File: src/rtl/riscv_pkg.sv
`default_nettype none
// ============================================================================
// Module   : riscv_pkg
// Brief    : Shared LSU funct3 encodings, state type and size/legality decode.
// Revision : 1.0 - initial release
// ============================================================================
package riscv_pkg;

    localparam logic [2:0] LSU_B  = 3'b000;
    localparam logic [2:0] LSU_H  = 3'b001;
    localparam logic [2:0] LSU_W  = 3'b010;
    localparam logic [2:0] LSU_BU = 3'b100;
    localparam logic [2:0] LSU_HU = 3'b101;

    typedef enum logic [1:0] {
        IDLE = 2'd0,
        XFER = 2'd1,
        RESP = 2'd2
    } lsu_state_t;

    // Byte count for an access; the 2'b11 size is illegal and never reaches XFER.
    function automatic logic [2:0] lsu_size(input logic [2:0] funct3);
        case (funct3[1:0])
            2'b00:   lsu_size = 3'd1;
            2'b01:   lsu_size = 3'd2;
            default: lsu_size = 3'd4;
        endcase
    endfunction

    function automatic logic lsu_illegal(input logic we, input logic [2:0] funct3);
        if (we)
            lsu_illegal = (funct3 >= 3'b011);
        else
            lsu_illegal = (funct3 == 3'b011) || (funct3 == 3'b110) || (funct3 == 3'b111);
    endfunction

endpackage
`default_nettype wire

File: src/rtl/riscv_lsu_ext.sv
`default_nettype none
// ============================================================================
// Module   : riscv_lsu_ext
// Brief    : Sign/zero extension of an assembled load word according to funct3.
// Revision : 1.0 - initial release
// ============================================================================
module riscv_lsu_ext
    import riscv_pkg::*;
(
    input  logic [31:0] i_word,
    input  logic [2:0]  i_funct3,
    output logic [31:0] o_data
);

    always_comb begin
        o_data = i_word;
        case (i_funct3)
            LSU_B:   o_data = {{24{i_word[7]}}, i_word[7:0]};
            LSU_H:   o_data = {{16{i_word[15]}}, i_word[15:0]};
            LSU_BU:  o_data = {24'd0, i_word[7:0]};
            LSU_HU:  o_data = {16'd0, i_word[15:0]};
            default: o_data = i_word;
        endcase
    end

endmodule
`default_nettype wire

File: src/rtl/riscv_lsu.sv
`default_nettype none
// ============================================================================
// Module   : riscv_lsu
// Brief    : Byte-serial RISC-V load/store unit over an 8-bit memory port.
//            Optional RISCV_LSU_MISALIGN_TRAP_EN turns misaligned H/W into errors.
// Revision : 1.0 - initial release
// ============================================================================
module riscv_lsu
    import riscv_pkg::*;
#(
    parameter int ADDR_W = 32
) (
    input  logic              clk,
    input  logic              rst,
    input  logic              req_valid,
    output logic              req_ready,
    input  logic              req_we,
    input  logic [2:0]        req_funct3,
    input  logic [ADDR_W-1:0] i_addr,
    input  logic [31:0]       w_data,
    output logic [31:0]       r_data,
    output logic              resp_valid,
    output logic              resp_err,
    output logic [ADDR_W-1:0] mem_addr,
    output logic [7:0]        mem_wdata,
    output logic              mem_we,
    input  logic [7:0]        mem_rdata
);

    lsu_state_t  r_state;
    lsu_state_t  w_state_nxt;

    logic        r_we;
    logic [2:0]  r_funct3;
    logic [23:0] r_wdata_hi;
    logic [31:0] r_result;
    logic [1:0]  r_k;
    logic [2:0]  r_n;
    logic        r_err;

    logic        w_accept;
    logic        w_bad;
    logic        w_last;
    logic [7:0]  w_next_byte;
    logic [31:0] w_assembled;
    logic [31:0] w_ext;

    always_comb begin
        w_bad = lsu_illegal(req_we, req_funct3);
`ifdef RISCV_LSU_MISALIGN_TRAP_EN
        if ((req_funct3[1:0] == 2'b01) && i_addr[0])
            w_bad = 1'b1;
        if ((req_funct3[1:0] == 2'b10) && (i_addr[1:0] != 2'b00))
            w_bad = 1'b1;
`endif
    end

    assign w_last = ({1'b0, r_k} == (r_n - 3'd1));

    // Byte k+1 of the store data, presented after the edge that retires byte k.
    always_comb begin
        w_next_byte = r_wdata_hi[23:16];
        case (r_k)
            2'd0:    w_next_byte = r_wdata_hi[7:0];
            2'd1:    w_next_byte = r_wdata_hi[15:8];
            default: w_next_byte = r_wdata_hi[23:16];
        endcase
    end

    // Merge the byte on the bus now so the final byte is visible at the last edge.
    always_comb begin
        w_assembled = r_result;
        case (r_k)
            2'd0:    w_assembled[7:0]   = mem_rdata;
            2'd1:    w_assembled[15:8]  = mem_rdata;
            2'd2:    w_assembled[23:16] = mem_rdata;
            default: w_assembled[31:24] = mem_rdata;
        endcase
    end

    riscv_lsu_ext u_ext (
        .i_word   (w_assembled),
        .i_funct3 (r_funct3),
        .o_data   (w_ext)
    );

    always_ff @(posedge clk) begin
        if (rst)
            r_state <= IDLE;
        else
            r_state <= w_state_nxt;
    end

    always_comb begin
        w_state_nxt = r_state;
        req_ready   = 1'b0;
        resp_valid  = 1'b0;
        w_accept    = 1'b0;
        case (r_state)
            IDLE: begin
                req_ready = 1'b1;
                if (req_valid) begin
                    w_accept    = 1'b1;
                    w_state_nxt = w_bad ? RESP : XFER;
                end
            end
            XFER: begin
                if (w_last)
                    w_state_nxt = RESP;
            end
            RESP: begin
                resp_valid  = 1'b1;
                w_state_nxt = IDLE;
            end
            default: w_state_nxt = IDLE;
        endcase
    end

    assign resp_err = resp_valid & r_err;

    always_ff @(posedge clk) begin
        if (rst) begin
            r_we       <= 1'b0;
            r_funct3   <= 3'd0;
            r_wdata_hi <= 24'd0;
            r_result   <= 32'd0;
            r_k        <= 2'd0;
            r_n        <= 3'd1;
            r_err      <= 1'b0;
            r_data     <= 32'd0;
            mem_addr   <= '0;
            mem_wdata  <= 8'd0;
            mem_we     <= 1'b0;
        end else if (w_accept) begin
            r_we       <= req_we;
            r_funct3   <= req_funct3;
            r_wdata_hi <= w_data[31:8];
            r_result   <= 32'd0;
            r_k        <= 2'd0;
            r_n        <= lsu_size(req_funct3);
            r_err      <= w_bad;
            if (!w_bad) begin
                mem_addr <= i_addr;
                mem_we   <= req_we;
                if (req_we)
                    mem_wdata <= w_data[7:0];
            end
        end else if (r_state == XFER) begin
            r_k <= r_k + 2'd1;
            if (!r_we)
                r_result <= w_assembled;
            if (w_last) begin
                mem_we <= 1'b0;
                if (!r_we)
                    r_data <= w_ext;
            end else begin
                mem_addr <= mem_addr + {{(ADDR_W-1){1'b0}}, 1'b1};
                if (r_we)
                    mem_wdata <= w_next_byte;
            end
        end
    end

endmodule
`default_nettype wire

File: config.mk
export PLATFORM = sky130hd
export DESIGN_NAME = riscv_lsu
export DESIGN_NICKNAME = d
export VERILOG_FILES = /design/src/rtl/riscv_pkg.sv /design/src/rtl/riscv_lsu_ext.sv /design/src/rtl/riscv_lsu.sv
export SDC_FILE = /design/constraint.sdc
export NUM_CORES = 1
export LEC_CHECK = 0
export ABC_AREA = 0
export ABC_CLOCK_PERIOD_IN_PS = 3200
export CAP_MARGIN = 20
export CORE_MARGIN = 8
export CORE_UTILIZATION = 39
export CTS_BUF_LIST = sky130_fd_sc_hd__clkbuf_16
export DETAILED_ROUTE_END_ITERATION = 16
export HOLD_SLACK_MARGIN = 0.05
export PLACE_DENSITY = 0.65
export SLEW_MARGIN = 20
export SYNTH_ARGS = -nofsm -noshare
export SYNTH_HDL_FRONTEND = slang
export SYNTH_HIERARCHICAL = 1
export SYNTH_SLANG_ARGS = --single-unit
export TNS_END_PERCENT = 100
File: constraint.sdc
create_clock -name clk -period 3.2 [get_ports clk]
set_clock_uncertainty 0.2 [all_clocks]
set_input_delay 0.32 -clock clk [delete_from_list [all_inputs] [get_ports clk]]
set_output_delay 0.32 -clock clk [all_outputs]
set_load 0.01 [all_outputs]
==> impl_metrics.tcl <==
set metrics [dict create \
    clockBufferDepth 2 \
    drv_slew 0 \
    setup_slack_ps 566 \
    peakVddDrop_uv 404 \
    gp_congestion 0.868 \
    cp_data_required_time_ps 3330 \
    first_iter_violations 450 \
    yosysWarnings 6 \
    numCtsBuffers 17 \
    grt_pass1_vias 6579 \
    synth_area_per_cell_um2 7.55 \
    status "completed" \
    area_delta_synth_final_pct 31.6 \
    ys_seq_elements 141 \
    n_antenna_cell 0 \
    power.leakage_nw 3.14 \
    synth_edf_count 0 \
    wire_per_inst_um 16.8 \
    max_stage_delay_ps 730 \
    core_area_um2 17400 \
    crit_path_start_kind "register" \
    relSlewSlack_pct 40.3 \
    yosysUniqueCellTypes 64 \
    cts_max_level 4 \
    mostFrequentLayoutCell "nand2_1" \
    tns_ps 0 \
    setup_violations 0 \
    clockRootBuffer "clkbuf_16" \
    hold_buffers 0 \
    die_area_um2 22300 \
    path_cells "nand3_2, nor4_1, nand4_1, or3_1, a41oi_1" \
    grt_usage_pct 18.8 \
    grt_max_degree 73 \
    crit_fanout 10 \
    cap_violations 0 \
    routed_wl_mm 21.3 \
    layout-drive-gt1-share_pct 9.45 \
    multi_input_area_um2 3710 \
    tightestPinTransition_ps 887 \
    vias_per_cell 5.40 \
    clkSlewWorstSetupHoldPaths_ps 60 \
    chipWidth_um 149 \
    synth_cells 917 \
    pin_count 155 \
    drc 0 \
    crit_path_end_kind "register" \
    grt_pass1_wl_mm 34.0 \
    slowest_stage "nor4_1" \
    hp-class "input pin to register" \
    yosysSeqAreaShare_pct 40.8 \
    cts_sinks 141 \
    initial_core_util_pct 39.9 \
    final-seq-area_um2 2820 \
    port_buffers 154 \
    fin_nets 1120 \
    dp_slack_ps 168 \
    path_class "register to register" \
    timing.fmax_mhz 380 \
    antenna_left 0 \
    layout_common_cells "196 x nand2_1, 153 x clkdlybuf4s50_1, 141 x dfxtp_1" \
    vias 6877 \
    crit_family "simple AND/OR/NAND/NOR gates" \
    antenna_found_initial 2 \
    cts_setup_buffers 0 \
    finalHoldViolations 0 \
    first_pass_iters 7 \
    syn_nets 1002 \
    cts_tree "built" \
    rows 48 \
    cp_num_buf_inv 0 \
    clk_latency_ps 420 \
    fin_crit_ps 2630 \
    dpl.hpwl_mm 14.7 \
    async_flop_share_pct 0 \
    rsz0062_at_grt "no" \
    overflow 0 \
    ys.flop_type "dfxtp_1" \
    post-route-period-util_pct 82.3 \
    synth_area_um2 6920 \
    die_h_um 149 \
    cts_resized 0 \
    n_fill_cell 1738 \
    crit_arrival_ps 2770 \
    power_density_nw_per_um2 501 \
]
Yosys cell counts, drive strengths merged, types with 7 or more instances:
cell type,count,area [um2]
nor4,7,58.8
o21ai,57,285
nand4,11,75.1
buf,24,146
nor2,64,240
a22oi,11,82.6
a211oi,7,52.6
inv,9,33.8
nand2,196,736
a21oi,104,521
dfxtp,141,2820
nand3,29,150
nor3,75,375
o211ai,12,90.1
mux2,32,360
clkbuf,57,215
kinds of logic after synthesis:
family	synth area share (%)
AND/OR/NAND/NOR	26.8
AO/OA/AOI/OAI	19.4
flip-flops	40.8
buffers and inverters	5.71
multiplexers	5.69
adder cells (fa/ha/maj)	1.08
XOR/XNOR	0.506
worst reg2reg max path, delay by kind of cell (launching register included):
kind               cells  cell delay, ps
AOI/OAI and AO/OA      1             180
and+or+nand+nor        4            1660
DFF                    1             510
stage by stage:
| stage | power, mW | hold slack, ps | cell area, um2 | util [%] | cells |
|---|---|---|---|---|---|
| finish | 4.56 | 148 | 9110 | 52.5 | 1273 |
| global route | 4.78 | 145 | 9110 | 52.5 | 1273 |
| CTS | 4.61 | 129 | 9110 | 52.5 | 1273 |
| detailed placement | 2.83 | 244 | 8580 | 49.5 | 1241 |
| global placement | 2.82 | 241 | 8580 | 49.5 | 1241 |
| floorplan | 2.47 | 232 | 6920 | - | 917 |
path summary, 6_finish.rpt:
path,end,cells past startpoint,start,slack [ps]
min,mem_addr[18],2,rst,150
max reg2reg,mem_addr[31],5,mem_addr[4],570
min reg2reg,r_n[1],2,r_n[1],250
max,mem_addr[31],5,mem_addr[4],570
where the power goes:
group	switching, mW	total (mW)	internal (mW)
combinational	0.457	0.829	0.372
clock	0.793	1.78	0.985
sequential	0.0983	1.96	1.86
total	1.35	4.56	3.22
state kept, by name (all words and copies together), names as in the netlist:
| name | count |
|---|---|
| mem_addr | 32 |
| r_data | 32 |
| r_result | 32 |
| r_wdata_hi | 24 |
| mem_wdata | 8 |
| r_funct3 | 3 |
| r_n | 3 |
| r_k | 2 |
| r_state | 2 |
| mem_we | 1 |
| r_err | 1 |
| r_we | 1 |
metal layers:
| layer | GRT usage, % | vias to the layer above | part of all wire (%) |
|---|---|---|---|
| met3 | 5.19 | 25 | 6.4 |
| met4 | 6.56 | 4 | 1.5 |
| li1 | - | 3461 | - |
| met2 | 30.0 | 180 | 46 |
| met1 | 24.1 | 3207 | 46 |
| met5 | 0 | - | 0.13 |
layout make-up:
| cell class | instances | share of cell area [%] |
|---|---|---|
| clock buffers | 17 | 4.67 |
| clock inverters | 15 | 1.10 |
| inverters | 9 | 0.371 |
| multi-input cells | 686 | 40.7 |
| flip-flops and latches | 141 | 31.0 |
| well taps | 225 | 3.09 |
| repair buffers | 180 | 19.0 |
(Power assumes the default switching activity.)
